$ cat config.mk
export PLATFORM = sky130hd
export DESIGN_NAME = mdr_mem_port
export DESIGN_NICKNAME = d
export VERILOG_FILES = /design/src/rtl/mdr_mem_port.sv
export SDC_FILE = /design/constraint.sdc
export NUM_CORES = 1
export LEC_CHECK = 0
export ABC_AREA = 1
export CORE_UTILIZATION = 40
export DETAILED_ROUTE_END_ITERATION = 12
export GPL_TIMING_DRIVEN = 0
export PLACE_DENSITY_LB_ADDON = 0.1
export SYNTH_ARGS = -nofsm -noshare
export SYNTH_HDL_FRONTEND = slang
export SYNTH_SLANG_ARGS = --single-unit
$ cat constraint.sdc
create_clock -name clk -period 4.31 [get_ports clk]
set_clock_uncertainty 0.2 [all_clocks]
set_input_delay 0.6465 -clock clk [delete_from_list [all_inputs] [get_ports clk]]
set_output_delay 0.6465 -clock clk [all_outputs]
set_load 0.02 [all_outputs]
$ cat src/rtl/mdr_mem_port.sv
// Memory data register (BusMuxIn_MDR) loadable from the bus or from memory through a
// req/ack handshake with timeout, byte/half/word lane steering and optional sign extension.
module mdr_mem_port #(
  parameter int DATA_W  = 32,
  parameter int TIMEOUT = 8
) (
  input  logic                        clk,
  input  logic                        clr,
  input  logic [DATA_W-1:0]           bus_in,
  input  logic                        mdr_in,
  input  logic                        rd_start,
  input  logic                        wr_start,
  input  logic [1:0]                  size,
  input  logic                        sign_ext,
  input  logic [$clog2(DATA_W/8)-1:0] byte_off,
  input  logic [DATA_W-1:0]           mem_rdata,
  input  logic                        mem_ack,
  output logic                        mem_req,
  output logic                        mem_we,
  output logic [DATA_W/8-1:0]         mem_be,
  output logic [DATA_W-1:0]           mem_wdata,
  output logic [DATA_W-1:0]           mdr_q,
  output logic                        busy,
  output logic                        done,
  output logic                        err
);

  localparam int NB    = DATA_W / 8;
  localparam int BO_W  = $clog2(NB);
  localparam int CNT_W = (TIMEOUT > 1) ? $clog2(TIMEOUT) : 1;
  localparam logic [CNT_W-1:0] CNT_LAST = CNT_W'(TIMEOUT - 1);

  typedef enum logic [1:0] {IDLE, WAIT, DONE} state_t;

  state_t            state_q, state_d;
  logic [CNT_W-1:0]  cnt_q, cnt_d;
  logic [DATA_W-1:0] mdr_d;
  logic              isWr_q, isWr_d;
  logic [1:0]        accSize_q, accSize_d;
  logic              signExt_q, signExt_d;
  logic [BO_W-1:0]   byteOff_q, byteOff_d;
  logic [NB-1:0]     be_q, be_d;
  logic [DATA_W-1:0] wdata_q, wdata_d;
  logic              err_q, err_d;
  logic              startRd, startWr, start;
  logic              lastCycle;

  function automatic logic [NB-1:0] laneEnables(input logic [1:0] sz, input logic [BO_W-1:0] off);
    case (sz)
      2'b00:   laneEnables = NB'(1) << off;
      2'b01:   laneEnables = NB'(3) << {off[BO_W-1:1], 1'b0};
      default: laneEnables = '1;
    endcase
  endfunction

  function automatic logic [DATA_W-1:0] steerWrite(input logic [1:0] sz, input logic [DATA_W-1:0] d);
    case (sz)
      2'b00:   steerWrite = {NB{d[7:0]}};
      2'b01:   steerWrite = {(NB/2){d[15:0]}};
      default: steerWrite = d;
    endcase
  endfunction

  function automatic logic [DATA_W-1:0] formatRead(input logic [1:0] sz, input logic sx,
                                                   input logic [BO_W-1:0] off,
                                                   input logic [DATA_W-1:0] rdata);
    logic [7:0]  b;
    logic [15:0] h;
    b = rdata[{off, 3'b000} +: 8];
    h = rdata[{off[BO_W-1:1], 4'b0000} +: 16];
    case (sz)
      2'b00:   formatRead = {{(DATA_W-8){sx & b[7]}}, b};
      2'b01:   formatRead = {{(DATA_W-16){sx & h[15]}}, h};
      default: formatRead = rdata;
    endcase
  endfunction

  assign startRd   = (state_q == IDLE) && rd_start;
  assign startWr   = (state_q == IDLE) && !rd_start && wr_start;
  assign start     = startRd || startWr;
  assign lastCycle = (cnt_q == CNT_LAST);

  always_ff @(posedge clk) begin
    if (clr) state_q <= IDLE;
    else     state_q <= state_d;
  end

  always_comb begin
    state_d = state_q;
    unique case (state_q)
      IDLE:    if (start) state_d = WAIT;
      WAIT:    if (mem_ack || lastCycle) state_d = DONE;
      DONE:    state_d = IDLE;
      default: state_d = IDLE;
    endcase
  end

  always_comb begin
    mem_req = 1'b0;
    mem_we  = 1'b0;
    busy    = 1'b0;
    done    = 1'b0;
    unique case (state_q)
      IDLE: ;
      WAIT: begin
        mem_req = 1'b1;
        mem_we  = isWr_q;
        busy    = 1'b1;
      end
      DONE: begin
        busy = 1'b1;
        done = 1'b1;
      end
      default: ;
    endcase
  end

  // Write data is captured from the pre-load mdr_q, so a same-cycle mdr_in never leaks into it.
  always_comb begin
    mdr_d     = mdr_q;
    cnt_d     = cnt_q;
    isWr_d    = isWr_q;
    accSize_d = accSize_q;
    signExt_d = signExt_q;
    byteOff_d = byteOff_q;
    be_d      = be_q;
    wdata_d   = wdata_q;
    err_d     = err_q;
    unique case (state_q)
      IDLE: begin
        if (mdr_in && !rd_start) mdr_d = bus_in;
        if (start) begin
          isWr_d    = startWr;
          accSize_d = size;
          signExt_d = sign_ext;
          byteOff_d = byte_off;
          be_d      = laneEnables(size, byte_off);
          err_d     = 1'b0;
          cnt_d     = '0;
          if (startWr) wdata_d = steerWrite(size, mdr_q);
        end
      end
      WAIT: begin
        if (mem_ack) begin
          if (!isWr_q) mdr_d = formatRead(accSize_q, signExt_q, byteOff_q, mem_rdata);
        end else if (lastCycle) begin
          err_d = 1'b1;
        end else begin
          cnt_d = cnt_q + 1'b1;
        end
      end
      DONE: ;
      default: ;
    endcase
  end

  always_ff @(posedge clk) begin
    if (clr) begin
      cnt_q     <= '0;
      mdr_q     <= '0;
      isWr_q    <= 1'b0;
      accSize_q <= 2'b00;
      signExt_q <= 1'b0;
      byteOff_q <= '0;
      be_q      <= '0;
      wdata_q   <= '0;
      err_q     <= 1'b0;
    end else begin
      cnt_q     <= cnt_d;
      mdr_q     <= mdr_d;
      isWr_q    <= isWr_d;
      accSize_q <= accSize_d;
      signExt_q <= signExt_d;
      byteOff_q <= byteOff_d;
      be_q      <= be_d;
      wdata_q   <= wdata_d;
      err_q     <= err_d;
    end
  end

  assign mem_be    = be_q;
  assign mem_wdata = wdata_q;
  assign err       = err_q;

endmodule

==> summary.txt, run 1 <==
Clock network
  • Root Driver: clkbuf_8
  • Clk_lat worst skew: ~360 ps
  • Num CTS Buffers: 9
  • Worst-path clk slew: roughly 90 ps
  • H-tree levels: 3
  • Number of gates resized after cts: 0
  • Postcts setup bufs: 0
  • CTS sink count: 80
  • Clk buf depth: 2
  • TritonCTS clock tree: built
  • Hold buffer count at CTS: 0

Finish
  • Layout cells sized above 1: roughly 7.5%
  • # fillers: between 900 and 1000
  • Most frequent cells in the layout: nand2_1 (159), clkdlybuf4s50_1 (147), a21oi_1 (104)
  • Most common cell after layout, fill and taps aside: nand2_1
  • Post-layout net count: ~830
  • Area grow syn2layout: 45.06%
  • ANT cells: 0

Logic synthesis
  • Synth async-reset ratio: 0%
  • Post-synth EDFFs: 0
  • Post-Syn Nets: between 600 and 700
  • Area leader, netlist: dfxtp_1
  • Post-synthesis mux area share: 0%
  • Synth cell types: 28
  • Synth Area in Simple Gates: 23.06%
  • Synthesized cell area: just over 4000 um2
  • Leading cell types by total area after synthesis: dfxtp_1 (40%), nand2_1 (15%), a21oi_1 (13%), o21ai_0 (9.8%), nand3_1 (3.5%)
  • Top cell type's share of synthesized area: roughly two fifths
  • XOR/XNOR Fraction of Synth Area: 0%
  • Avg Synthesized Cell Area: roughly 6.9 um2
  • Post-Synth Adder-Cell Area: under 10%
  • Synth Register Bits: 80
  • Post-synthesis compound-gate area fraction: between 20% and 30%
  • Cells after Synth: ~600
  • Largest family of logic cells by synthesized area: compound AO/OA/AOI/OAI gates
  • Seq/Total Area, Yosys: approximately 40%
  • Dominant synthesized flop cell: dfxtp_1
  • Yosys warns: 0

Global routing
  • Largest net degree at the start of global routing: 16
  • First-pass GRT wire length: 22850 um
  • Initial antenna violation count: 0
  • GRT Overall Usage: 29.22%
  • GR Overflow Total: 0
  • Vias in the first global route: between 4000 and 5000

Min path
  • HP Start: mem_wdata[5]
  • Worst min-delay path class: flop to flop

Setup path
  • Cell family with most CP delay: buffers and inverters
  • Critical path class: flop to primary output
  • Crit path launch: state_q[1]
  • Crit. End Element: primary output
  • Critical Path Start Type: flop
  • Crit Path Max Fanout: 5
  • Most used cell, CP: inv_1
  • WP buf/inv: 3
  • Crit-path slowest cell: clkdlybuf4s50_1
  • Critical path arrival: about 1900 ps
  • Reg-to-Reg Start: state_q[1]
  • WP data required: around 3500 ps
  • Setup slack, reg-to-reg: around 2000 ps
  • Worst path cell trace: inv_1 > ha_1 > nand2_1 > inv_1 > clkdlybuf4s50_1
  • CP max stage delay: 590 ps

Timing
  • Max frequency: 365.4 MHz
  • Max transition margin: 58.87%
  • Total negative slack: 0 ps
  • Final setup margin: between 1500 and 2000 ps
  • Worst Tran Pin Value: between 600 and 700 ps
  • Final number of setup-violating endpoints: 0
  • Unrepaired setup endpoints after global routing: no
  • Period utilization: 63.49%
  • Hold Vio Cnt, Final: 0
  • Final Slew Violations: 0
  • Minimum clock period: roughly 2700 ps

Job
  • Max_cap viols: 0

Die
  • Die area: 10540 um2
  • # rows: 36
  • Die W: about 100 um
  • Initial Util: approximately two fifths
  • Core area: roughly 10000 um2
  • Die Height: slightly above 100 um
  • I/O pins: about 150

Outcome
  • Status: finished, final reports clean

Placement
  • Port bufs: roughly 150
  • GP Congestion: 0.9778
  • DP Worst Slack: 1649 ps
  • Detail Placement HPWL: approximately 12000 um

Route
  • DR pass1 iterations: 5
  • 1st-iter DRT viols: ~320
  • Total routed wirelength: 15380 um
  • DRC viols: 0
  • Vias: between 4000 and 5000
  • Vias/cell: about 5.4
  • Final ANT Viol Nets: 0
  • DR WL/cell: 17.40 um

Power and ir drop
  • Leak pwr: between 2 and 2.5 nW
  • Pwr per Cell Area: approximately 600 nW/um2
  • VDD IR max: 0.4367 mV
-- routing by layer --
| layer | track usage, % | wire, um | up-vias |
|---|---|---|---|
| met3 | 4.136 | 1113 | 28 |
| met4 | 10.00 | 285 | 0 |
| li1 | - | - | 2308 |
| met2 | 49.44 | 7409 | 206 |
| met5 | 0 | 0 | - |
| met1 | 38.09 | 6573 | 2218 |
-- logic make-up after synthesis --
logic type / Yosys count
AOI/OAI and AO/OA: 216
buffers and inverters: 68
DFF: 80
adders and majority gates: 6
and+or+nand+nor: 218
-- cell type report --
cell class | count | area, um2 | share of cell area, %
Timing Repair Buffer | 147 | 1471 | 25.02
Clock inverter | 6 | 51.30 | 0.8723
Sequential cell | 80 | 1602 | 27.23
Tap cell | 133 | 166.4 | 2.830
Inverter | 30 | 112.6 | 1.915
Multi-Input combinational cell | 440 | 2148 | 36.53
Buffer | 38 | 191.4 | 3.255
Clock buffer | 10 | 137.6 | 2.340
-- stage by stage --
step	area (um2)	power [mW]	hold slack, ps	instances	util [%]
6_report	5881	3.531	275.7	884	59.89
5_1_grt	5881	3.741	291.4	884	59.89
3_5_place_dp	5692	2.978	260.7	868	57.96
4_1_cts	5881	3.513	275.2	884	59.89
2_1_floorplan	4054	2.197	247.7	588	-
3_3_place_gp	5692	2.951	255.9	868	57.96
-- path summary, 6_finish.rpt --
check	end	depth (start not counted)
max	mem_we	5
min reg2reg	mem_wdata[5]	2
min	mem_wdata[5]	2
max reg2reg	mdr_q[6]	6
-- sequential cells by signal, indices dropped and copies added, names as in the netlist, 2 cells and up --
name and count:
accSize_q 2, byteOff_q 2, cnt_q 3, mdr_q 32, mem_be 4, mem_wdata 32
state_q 2
-- worst min-delay path, delay by kind of cell, from the launching register on --
kind            cells  cell delay, ps
flops               1             320
compound gates      1              60
simple gates        1              60
-- cell usage after synthesis, types with 2 or more instances --
| library cell | count |
|---|---|
| nand2_1 | 159 |
| o21ai_0 | 79 |
| nand3_1 | 28 |
| a31oi_1 | 18 |
| inv_1 | 25 |
| buf_2 | 9 |
| o21a_1 | 2 |
| a21oi_1 | 104 |
| o22ai_1 | 2 |
| o211ai_1 | 7 |
| clkbuf_1 | 22 |
| buf_6 | 4 |
| ha_1 | 6 |
| dfxtp_1 | 80 |
| nor2_1 | 9 |
| a211oi_1 | 2 |
| buf_4 | 2 |
| nand3_2 | 2 |
| inv_2 | 4 |
| or2_2 | 16 |
-- where the power goes --
part	total [mW]	switching [mW]	internal [mW]	leakage, nW
clock	0.540	0.308	0.232	0.0870
sequential	1.16	0.215	0.941	0.657
combinational	1.83	1.08	0.752	1.59
total	3.53	1.61	1.92	2.34
No activity file was read; power rests on OpenSTA's default activity.
==> run 2: changes to the inputs <==
Clock period 4.31 ns to 2.3 ns, I/O delays scaled along.
==> run 2 against run 1 <==
  * Total power up 87%
  * Worst setup slack worse by 1500 ps
  * Cell count unchanged
  * Sequential share of layout area about the same
  * Routed wire length down 0.18%
  * Via count up 0.88%
  * Worst hold slack worse by 3.9 ps
  * Clock power up 87%
  * Highest routed layer unchanged
==> summary.txt, run 2 (synthesis results as in run 1) <==
Global routing
  • Vias in the first global route: 4417 (was 4423)
  • GRT Overall Usage: 29.20% (was 29.22%)
  • GR Overflow Total: 0 (unchanged)
  • Largest net degree at the start of global routing: 16 (unchanged)
  • First-pass GRT wire length: 22830 um (was 22850 um)
  • Initial antenna violation count: 0 (unchanged)

Clock network
  • Num CTS Buffers: 9 (unchanged)
  • CTS sink count: 80 (unchanged)
  • TritonCTS clock tree: built (unchanged)
  • Root Driver: clkbuf_8 (unchanged)
  • Clk_lat worst skew: 350 ps (was 360 ps)
  • H-tree levels: 3 (unchanged)
  • Hold buffer count at CTS: 0 (unchanged)
  • Postcts setup bufs: 0 (unchanged)
  • Worst-path clk slew: 90 ps (about the same)
  • Clk buf depth: 2 (unchanged)

Finish
  • Non-Filler Instances: 884 (unchanged)
  • Layout cells sized above 1: 7.723% (was 7.457%)
  • Area grow syn2layout: 45.19% (was 45.06%)
  • ANT cells: 0 (unchanged)
  • Most common cell after layout, fill and taps aside: nand2_1 (unchanged)
  • Post-layout net count: 827 (unchanged)
  • Most frequent cells in the layout: nand2_1 (159), clkdlybuf4s50_1 (145), a21oi_1 (104) (was nand2_1 (159), clkdlybuf4s50_1 (147), a21oi_1 (104))
  • Final Cell Area: 5886 um2 (was 5881 um2)

Placement
  • Port bufs: 147 (unchanged)
  • Dpl cell area: 5692 um2 (unchanged)
  • DP Worst Slack: -59.12 ps (was 1649 ps)
  • Placed Cells: 868 (unchanged)
  • Detail Placement HPWL: 11960 um (unchanged)
  • GP Congestion: 0.9778 (unchanged)

Setup path
  • CP max stage delay: 590 ps (about the same)
  • Critical path class: flop to primary output (unchanged)
  • Worst path cell trace: inv_1 > ha_1 > clkdlybuf4s50_1 (was inv_1 > ha_1 > nand2_1 > inv_1 > clkdlybuf4s50_1)
  • WP data required: 1750 ps (was 3460 ps)
  • Crit. End Element: primary output (unchanged)
  • Crit Path Max Fanout: 4 (was 5)
  • Crit-path slowest cell: clkdlybuf4s50_1 (unchanged)
  • Critical path arrival: 1670 ps (was 1890 ps)
  • Critical Path Start Type: flop (unchanged)

Timing
  • Max transition margin: 58.97% (was 58.87%)
  • Unrepaired setup endpoints after global routing: no (unchanged)
  • Worst Tran Pin Value: 615.4 ps (was 617.0 ps)
  • Hold Vio Cnt, Final: 0 (unchanged)
  • Minimum clock period: between 2000 and 2500 ps
  • Final setup margin: 88.36 ps (was 1573 ps)
  • Max frequency: between 400 and 500 MHz
  • Final number of setup-violating endpoints: 0 (unchanged)
  • Period utilization: a little over nine tenths
  • Final Slew Violations: 0 (unchanged)

Power and ir drop
  • VDD IR max: 0.8114 mV (was 0.4367 mV)
  • Leak pwr: 2.357 nW (was 2.337 nW)
  • Pwr per Cell Area: 1123 nW/um2 (was 600.4 nW/um2)

Route
  • DRC viols: 0 (unchanged)
  • DR pass1 iterations: 6 (was 5)
  • 1st-iter DRT viols: 355 (was 324)
  • Vias/cell: 5.432 (was 5.385)
  • Final ANT Viol Nets: 0 (unchanged)
  • DR WL/cell: 17.37 um (was 17.40 um)
  • Total routed wirelength: 15360 um (was 15380 um)
  • Vias: 4802 (was 4760)

Job
  • Max_cap viols: 0 (unchanged)

Die
  • Die area: 10540 um2 (unchanged)
  • Die Height: 102.7 um (unchanged)
  • Die W: 102.7 um (unchanged)
  • # rows: 36 (unchanged)
  • Core area: 9819 um2 (unchanged)
  • Initial Util: 41.28% (unchanged)
  • I/O pins: 148 (unchanged)

Min path
  • Worst min-delay path class: flop to flop (unchanged)

Outcome
  • Status: finished, final reports clean (unchanged)
## run 2: changes by cell type in the layout (fill, tap and decap cells not counted)
cell and delta:
clkdlybuf4s50_1 -2, clkbuf_1 -1, clkbuf_2 +1, dlygate4sd2_1 +1, dlymetal6s2s_1 +1, ha_1 -1
ha_2 +1
## run 2: routing by layer
| metal | GRT usage (%) | vias to the layer above | wire length, um |
|---|---|---|---|
| li1 | - | 2311 | - |
| met1 | 38.05 | 2222 | 6506 |
| met2 | 49.44 | 236 | 7357 |
| met3 | 4.136 | 33 | 1135 |
| met4 | 10.00 | 0 | 355 |
| met5 | 0 | - | 0 |
## run 2: final cells by class
cell class | instances | area, um2
timing repair buffer | 147 | 1473
sequential | 80 | 1602
multi-input combinational | 440 | 2151
clock buffer | 10 | 137.6
clock inverter | 6 | 51.30
buffer | 38 | 192.7
fill | 1002 | 3934
tap | 133 | 166.4
inverter | 30 | 112.6
## run 2: through the flow
| stage | util (%) | setup TNS (ps) | total power [mW] | hold WS, ps |
|---|---|---|---|---|
| detailed placement | 57.96 | -481.3 | 5.581 | 260.7 |
| global placement | 57.96 | -19.72 | 5.529 | 255.9 |
| CTS | 59.90 | 0 | 6.584 | 275.2 |
| finish | 59.94 | 0 | 6.611 | 271.8 |
| global route | 59.94 | 0 | 7.014 | 291.4 |
| floorplan | - | 0 | 4.117 | 223.5 |
## run 2: repair_timing
action | 4_1_cts | 5_1_grt
setup endpoints to repair | 1 | 4
pin swaps | 0 | 0
resized for setup | 2 | 3
## run 2: power breakdown
part / switching (mW) / internal [mW]
sequential: 0.403 / 1.76
combinational: 2.03 / 1.41
clock: 0.572 / 0.435
## run 2: path summary, 6_finish.rpt
check | to | startpoint | slack (ps) | depth (start not counted)
max | busy | state_q[0] | 90 | 3
min | mem_wdata[0] | mem_wdata[0] | 270 | 2
max reg2reg | mdr_q[6] | state_q[1] | 110 | 9
min reg2reg | mem_wdata[0] | mem_wdata[0] | 270 | 2
## run 2: critical path: cells and delay by family, from the launching register on
| kind | cells | cell delay [ps] |
|---|---|---|
| buffers and inverters | 2 | 680 |
| DFF | 1 | 350 |
| adders and majority gates | 1 | 280 |
==> run 3: changes to the inputs <==
==> constraint.sdc (replaced) <==
create_clock -name clk -period 2.3 [get_ports clk]
set_clock_uncertainty 0.2 [all_clocks]
set_input_delay 0.23 -clock clk [delete_from_list [all_inputs] [get_ports clk]]
set_output_delay 0.23 -clock clk [all_outputs]
set_load 0.02 [all_outputs]
==> run 3 against run 2 <==
  * Non-clock buffer count unchanged
  * Sequential cell count stayed put
  * Register-to-register slack hardly changed
  * Critical path depth rose by 6
  * Final area about the same
  * Combinational power barely moved
==> summary.txt, run 3 (synthesis results as in run 1) <==
Finish
  • Post-layout net count: 827 (unchanged)
  • Register area: 1602 um2 (unchanged)
  • # fillers: 1002 (unchanged)
  • ANT cells: 0 (unchanged)
  • Most common cell after layout, fill and taps aside: nand2_1 (unchanged)
  • Final Cell Area: 5887 um2 (was 5886 um2)
  • Area grow syn2layout: 45.22% (was 45.19%)
  • Area of the multi-input gates: 2151 um2 (unchanged)
  • Layout cells sized above 1: 7.723% (unchanged)
  • Most frequent cells in the layout: nand2_1 (159), clkdlybuf4s50_1 (146), a21oi_1 (104) (was nand2_1 (159), clkdlybuf4s50_1 (145), a21oi_1 (104))

Timing
  • Worst Tran Pin Value: 620.2 ps (was 615.4 ps)
  • Final number of setup-violating endpoints: 0 (unchanged)
  • Max transition margin: 58.66% (was 58.97%)
  • Final Slew Violations: 0 (unchanged)
  • Max frequency: 454.4 MHz (was 452.2 MHz)
  • Minimum clock period: 2201 ps (was 2212 ps)
  • Total negative slack: 0 ps (unchanged)
  • Period utilization: 95.69% (was 96.16%)
  • Final setup margin: 99.08 ps (was 88.36 ps)
  • Unrepaired setup endpoints after global routing: no (unchanged)
  • Hold Vio Cnt, Final: 0 (unchanged)

Power and ir drop
  • Pwr per Cell Area: 1123 nW/um2 (about the same)
  • Pint: 3.610 mW (was 3.608 mW)
  • VDD IR max: 0.8180 mV (was 0.8114 mV)
  • Comb power frac: 52.0% (about the same)
  • Net Sw Frac: 45.40% (was 45.43%)
  • P_sw: 3.001 mW (was 3.003 mW)
  • Leak pwr: 2.357 nW (about the same)
  • Seq pwr share: 32.8% (about the same)
  • Clk pwr share: 15.2% (about the same)

Route
  • DR pass1 iterations: 5 (was 6)
  • DR WL/cell: 17.39 um (was 17.37 um)
  • Total routed wirelength: 15380 um (was 15360 um)
  • Vias/cell: 5.408 (was 5.432)
  • 1st-iter DRT viols: 332 (was 355)
  • Final ANT Viol Nets: 0 (unchanged)
  • Vias: 4781 (was 4802)
  • DRC viols: 0 (unchanged)

Outcome
  • Status: finished, final reports clean (unchanged)

Clock network
  • Num CTS Buffers: 9 (unchanged)
  • H-tree levels: 3 (unchanged)
  • Worst-path clk slew: 90 ps (about the same)
  • Clk_lat worst skew: 360 ps (was 350 ps)
  • CTS sink count: 80 (unchanged)
  • Root Driver: clkbuf_8 (unchanged)
  • Postcts setup bufs: 0 (unchanged)
  • Clk buf depth: 2 (unchanged)
  • TritonCTS clock tree: built (unchanged)

Die
  • Die area: 10540 um2 (unchanged)
  • Core area: 9819 um2 (unchanged)
  • Die W: 102.7 um (unchanged)
  • Initial Util: 41.28% (unchanged)
  • # rows: 36 (unchanged)
  • Die Height: 102.7 um (unchanged)
  • I/O pins: 148 (unchanged)

Global routing
  • Largest net degree at the start of global routing: 16 (unchanged)
  • First-pass GRT wire length: 22850 um (was 22830 um)
  • GR Overflow Total: 0 (unchanged)
  • Initial antenna violation count: 0 (unchanged)
  • GRT Overall Usage: 29.22% (was 29.20%)
  • Vias in the first global route: 4423 (was 4417)

Placement
  • Port bufs: 147 (unchanged)
  • Detail Placement HPWL: 11960 um (unchanged)
  • Dpl cell area: 5692 um2 (unchanged)
  • DP Worst Slack: 55.88 ps (was -59.12 ps)
  • GP Congestion: 0.9778 (unchanged)

Setup path
  • Critical path arrival: 2290 ps (was 1670 ps)
  • WP data required: 2390 ps (was 1750 ps)
  • Crit. End Element: flop (was primary output)
  • Setup slack, reg-to-reg: 100 ps (was 110 ps)
  • Critical Path Start Type: flop (unchanged)
  • Crit Path Max Fanout: 10 (was 4)
  • Critical path class: flop to flop (was flop to primary output)

Min path
  • Worst min-delay path class: flop to flop (unchanged)

Job
  • Max_cap viols: 0 (unchanged)
[run 3: worst paths after layout]
| path | endpoint | from | cells past startpoint |
|---|---|---|---|
| min | mem_wdata[0] | mem_wdata[0] | 2 |
| max | mdr_q[6] | state_q[1] | 9 |
| max reg2reg | mdr_q[6] | state_q[1] | 9 |
| min reg2reg | mem_wdata[0] | mem_wdata[0] | 2 |
[run 3: area by class of cell]
cell class | instances | area share, %
multi-input combinational | 440 | 36.54
sequential | 80 | 27.21
timing repair buffer | 147 | 25.04
buffer | 38 | 3.273
tap | 133 | 2.827
clock buffer | 10 | 2.338
inverter | 30 | 1.913
clock inverter | 6 | 0.8714
[run 3: per-layer routing]
metal	routed length (um)	vias to the layer above	global-route usage, %
li1	-	2307	-
met1	6463	2233	38.09
met2	7451	208	49.44
met3	1127	33	4.136
met4	335	0	10.00
met5	0	-	0
[run 3: timing repair]
action,4_1_cts,5_1_grt
endpoints found under the setup margin,1,4
resized for setup,1,3
pin swaps,0,0
hold endpoints to repair,0,0
hold buffers,0,0
cloned,0,0
[run 3: through the flow]
stage | instances | utilization (%) | hold WS (ps) | total power [mW]
after floorplan | 588 | - | 108.5 | 4.117
after global placement | 868 | 57.96 | 255.9 | 5.529
after detailed placement | 868 | 57.96 | 260.7 | 5.581
after CTS | 884 | 59.91 | 275.2 | 6.585
after global routing | 884 | 59.95 | 291.4 | 7.017
final | 884 | 59.95 | 271.6 | 6.611
[run 3: power by group through the flow]
stage          sequential [mW]  clock, mW  combinational (mW)
2_1_floorplan             2.42          0                1.70
3_3_place_gp              2.18          0                3.35
3_5_place_dp              2.18          0                3.40
4_1_cts                   2.15       1.02                3.42
5_1_grt                   2.20       1.07                3.75
6_report                  2.17       1.01                3.44
[run 3: worst max-delay path, cell delays in order (launching register included)]
cell and delay [ps]:
dfxtp_1 360, inv_1 90, ha_2 220, inv_2 190, or2_1 180, nand3_2 200, inv_2 160, buf_4 200
o211ai_1 160, a21oi_1 160
==> RTL change (settings of run 1) <==
`TIMEOUT`: 8 -> 16.
--- a/src/rtl/mdr_mem_port.sv
+++ b/src/rtl/mdr_mem_port.sv
@@ -4,3 +4,3 @@
   parameter int DATA_W  = 32,
-  parameter int TIMEOUT = 8
+  parameter int TIMEOUT = 16
 ) (
Behaviour: no difference found for any inputs over 4 cycles, from zero or initial values; that may be too few to reach the edited logic, so the function may still have changed.
==> RTL change against run 1 <==
Setup slack lost 720 ps; sequential cell count is 1 higher; first-iteration DRC count is 4.6% higher; synthesized area grew 2.7%; total power fell by 25%; routed wire length grew 0.99%; critical path depth is 2 higher; design area is 1.6% higher; largest cell class unchanged; highest routed layer unchanged.
==> RTL change: results (changes against run 1) <==
* Maximum clock path buffer count at 2 (unchanged)
* H-tree Lvls at 3 (unchanged)
* PortBufs at 147 (unchanged)
* Initial DRC count at 339 (was 324)
* Synth cell types at 27 (was 28)
* Largest net degree at the start of global routing at 16 (unchanged)
* Top-count cell post-synth: nand2_1 (unchanged)
* Register area share after synthesis at 39.0% (was 39.5%)
* Global-route wire length before repair at 24,000 µm (was 22,800 µm)
* Power Density at 441 mW/mm² (was 600 mW/mm²)
* Clock-pin transition on the worst setup and hold timing paths at 90 ps (about the same)
* Top delay family on crit path: buffers and inverters (unchanged)
* Nets@finish at 835 (was 827)
* Initial antenna violation count at 1 (was 0)
* # Post-CTS Setup Buffers at 0 (unchanged)
* Clock root cell: clkbuf_8 (unchanged)
* Worst skew pair latency at 370 ps
* Placed cell area at 0.00580 mm² (was 0.00569 mm²)
* Hpwl dp at 12,000 µm (about the same)
* All-Layer GR Usage at 28.9% (was 29.2%)
* Via-to-Cell Ratio at 5.32 (was 5.38)
* RePlAce Congestion at 0.915 (was 0.978)
* Synth Flop Type: dfxtp_1 (unchanged)
* Status: finished clean (unchanged)
* Post-synth top cells: nand2_1, a21oi_1, dfxtp_1 (unchanged)
* Vias in the first global route at 4,399 (was 4,423)
* Synth area leaders: dfxtp_1, nand2_1, a21oi_1 (unchanged)
* Peak VDD IR at 0.218 mV (was 0.437 mV)
* Routed wire per std cell at 17.4 µm (about the same)
* Share of cells above drive strength 1 at 10.3% (was 7.46%)
* Mapped Nets at 677 (was 669)
* Worst EP arrival at 2610 ps (was 1890 ps)
* Pleak at 0.00240 µW (was 0.00234 µW)
* Cts bufs inserted at 9 (unchanged)
* Worst path slowest cell: clkdlybuf4s50_1 (unchanged)
* R2R Setup Slk at 2100 ps (was 2040 ps)
* Max_slew headroom at 55.1% (was 58.9%)
* Critical path peak fanout at 10 (was 5)
* CTS-repair resized insts at 0 (unchanged)
* Fillcell total at 949 (was 998)
* Yosys warning total at 0 (unchanged)
-- RTL change: cell count changes in the layout (fill, tap and decap cells not counted), moves of 3 or more --
cell     before  now
buf_2         9   12
inv_1        25   22
inv_2         4    7
nand2_2       1    4
nand3_1      28   17
nand3_2       2   13
nor2_1        9   12
o21ai_0      79   76
o21ai_1       1    5
-- RTL change: final timing paths --
| kind | startpoint | end | depth (start not counted) |
|---|---|---|---|
| hold / removal | mem_wdata[3]$_SDFFE_PP0P_ | mem_wdata[3]$_SDFFE_PP0P_ | 2 |
| hold reg to reg | mem_wdata[3]$_SDFFE_PP0P_ | mem_wdata[3]$_SDFFE_PP0P_ | 2 |
| setup reg to reg | state_q[1]$_SDFFE_PP0P_ | mem_wdata[30]$_SDFFE_PP0P_ | 6 |
| setup / recovery | state_q[1]$_SDFFE_PP0P_ | mem_we | 7 |
-- RTL change: worst reg2reg max path: stages, from the launching register on --
cell      delay [ps]
dfxtp_1          340
inv_1            100
ha_1             260
nand3_1          400
clkbuf_1         390
a21oi_1          290
a31oi_1          110
-- RTL change: kinds of logic after synthesis --
group | share of synthesized area, %
buffers and inverters | 7.22
xor gates and xnor gates | 0.211
and+or+nand+nor | 24.9
AOI/OAI and AO/OA | 27.2
adders and majority gates | 1.50
DFF | 39.0
-- RTL change: per-stage QoR --
step,setup WS [ps],hold WS [ps],power (µW),std cells
floorplan,2080,247,1620,597
global placement,1280,254,2090,877
detailed placement,1280,260,2100,877
CTS,855,270,2630,893
global route,687,306,2790,893
finish,855,267,2630,893
-- RTL change: metal layers --
layer / global-route usage (%) / up-vias / wire length [µm]
met4: 10.4 / 0 / 380
li1: - / 2327 / -
met3: 5.39 / 25 / 1140
met5: 0 / - / 0
met2: 44.0 / 218 / 6880
met1: 40.6 / 2182 / 7130
-- RTL change: power breakdown --
| group | switching (µW) | total (µW) | internal, µW | leakage [µW] |
|---|---|---|---|---|
| clock | 315 | 529 | 214 | 0.0000904 |
| sequential | 114 | 979 | 865 | 0.000664 |
| combinational | 660 | 1130 | 466 | 0.00164 |
| total | 1090 | 2630 | 1550 | 0.00240 |
-- RTL change: final cells by class --
class,count,share of cell area (%)
multi-input combinational,448,37.5
sequential,81,27.1
timing repair buffer,147,24.6
buffer,38,3.14
tap,133,2.78
clock buffer,9,2.07
inverter,30,1.88
clock inverter,7,0.879
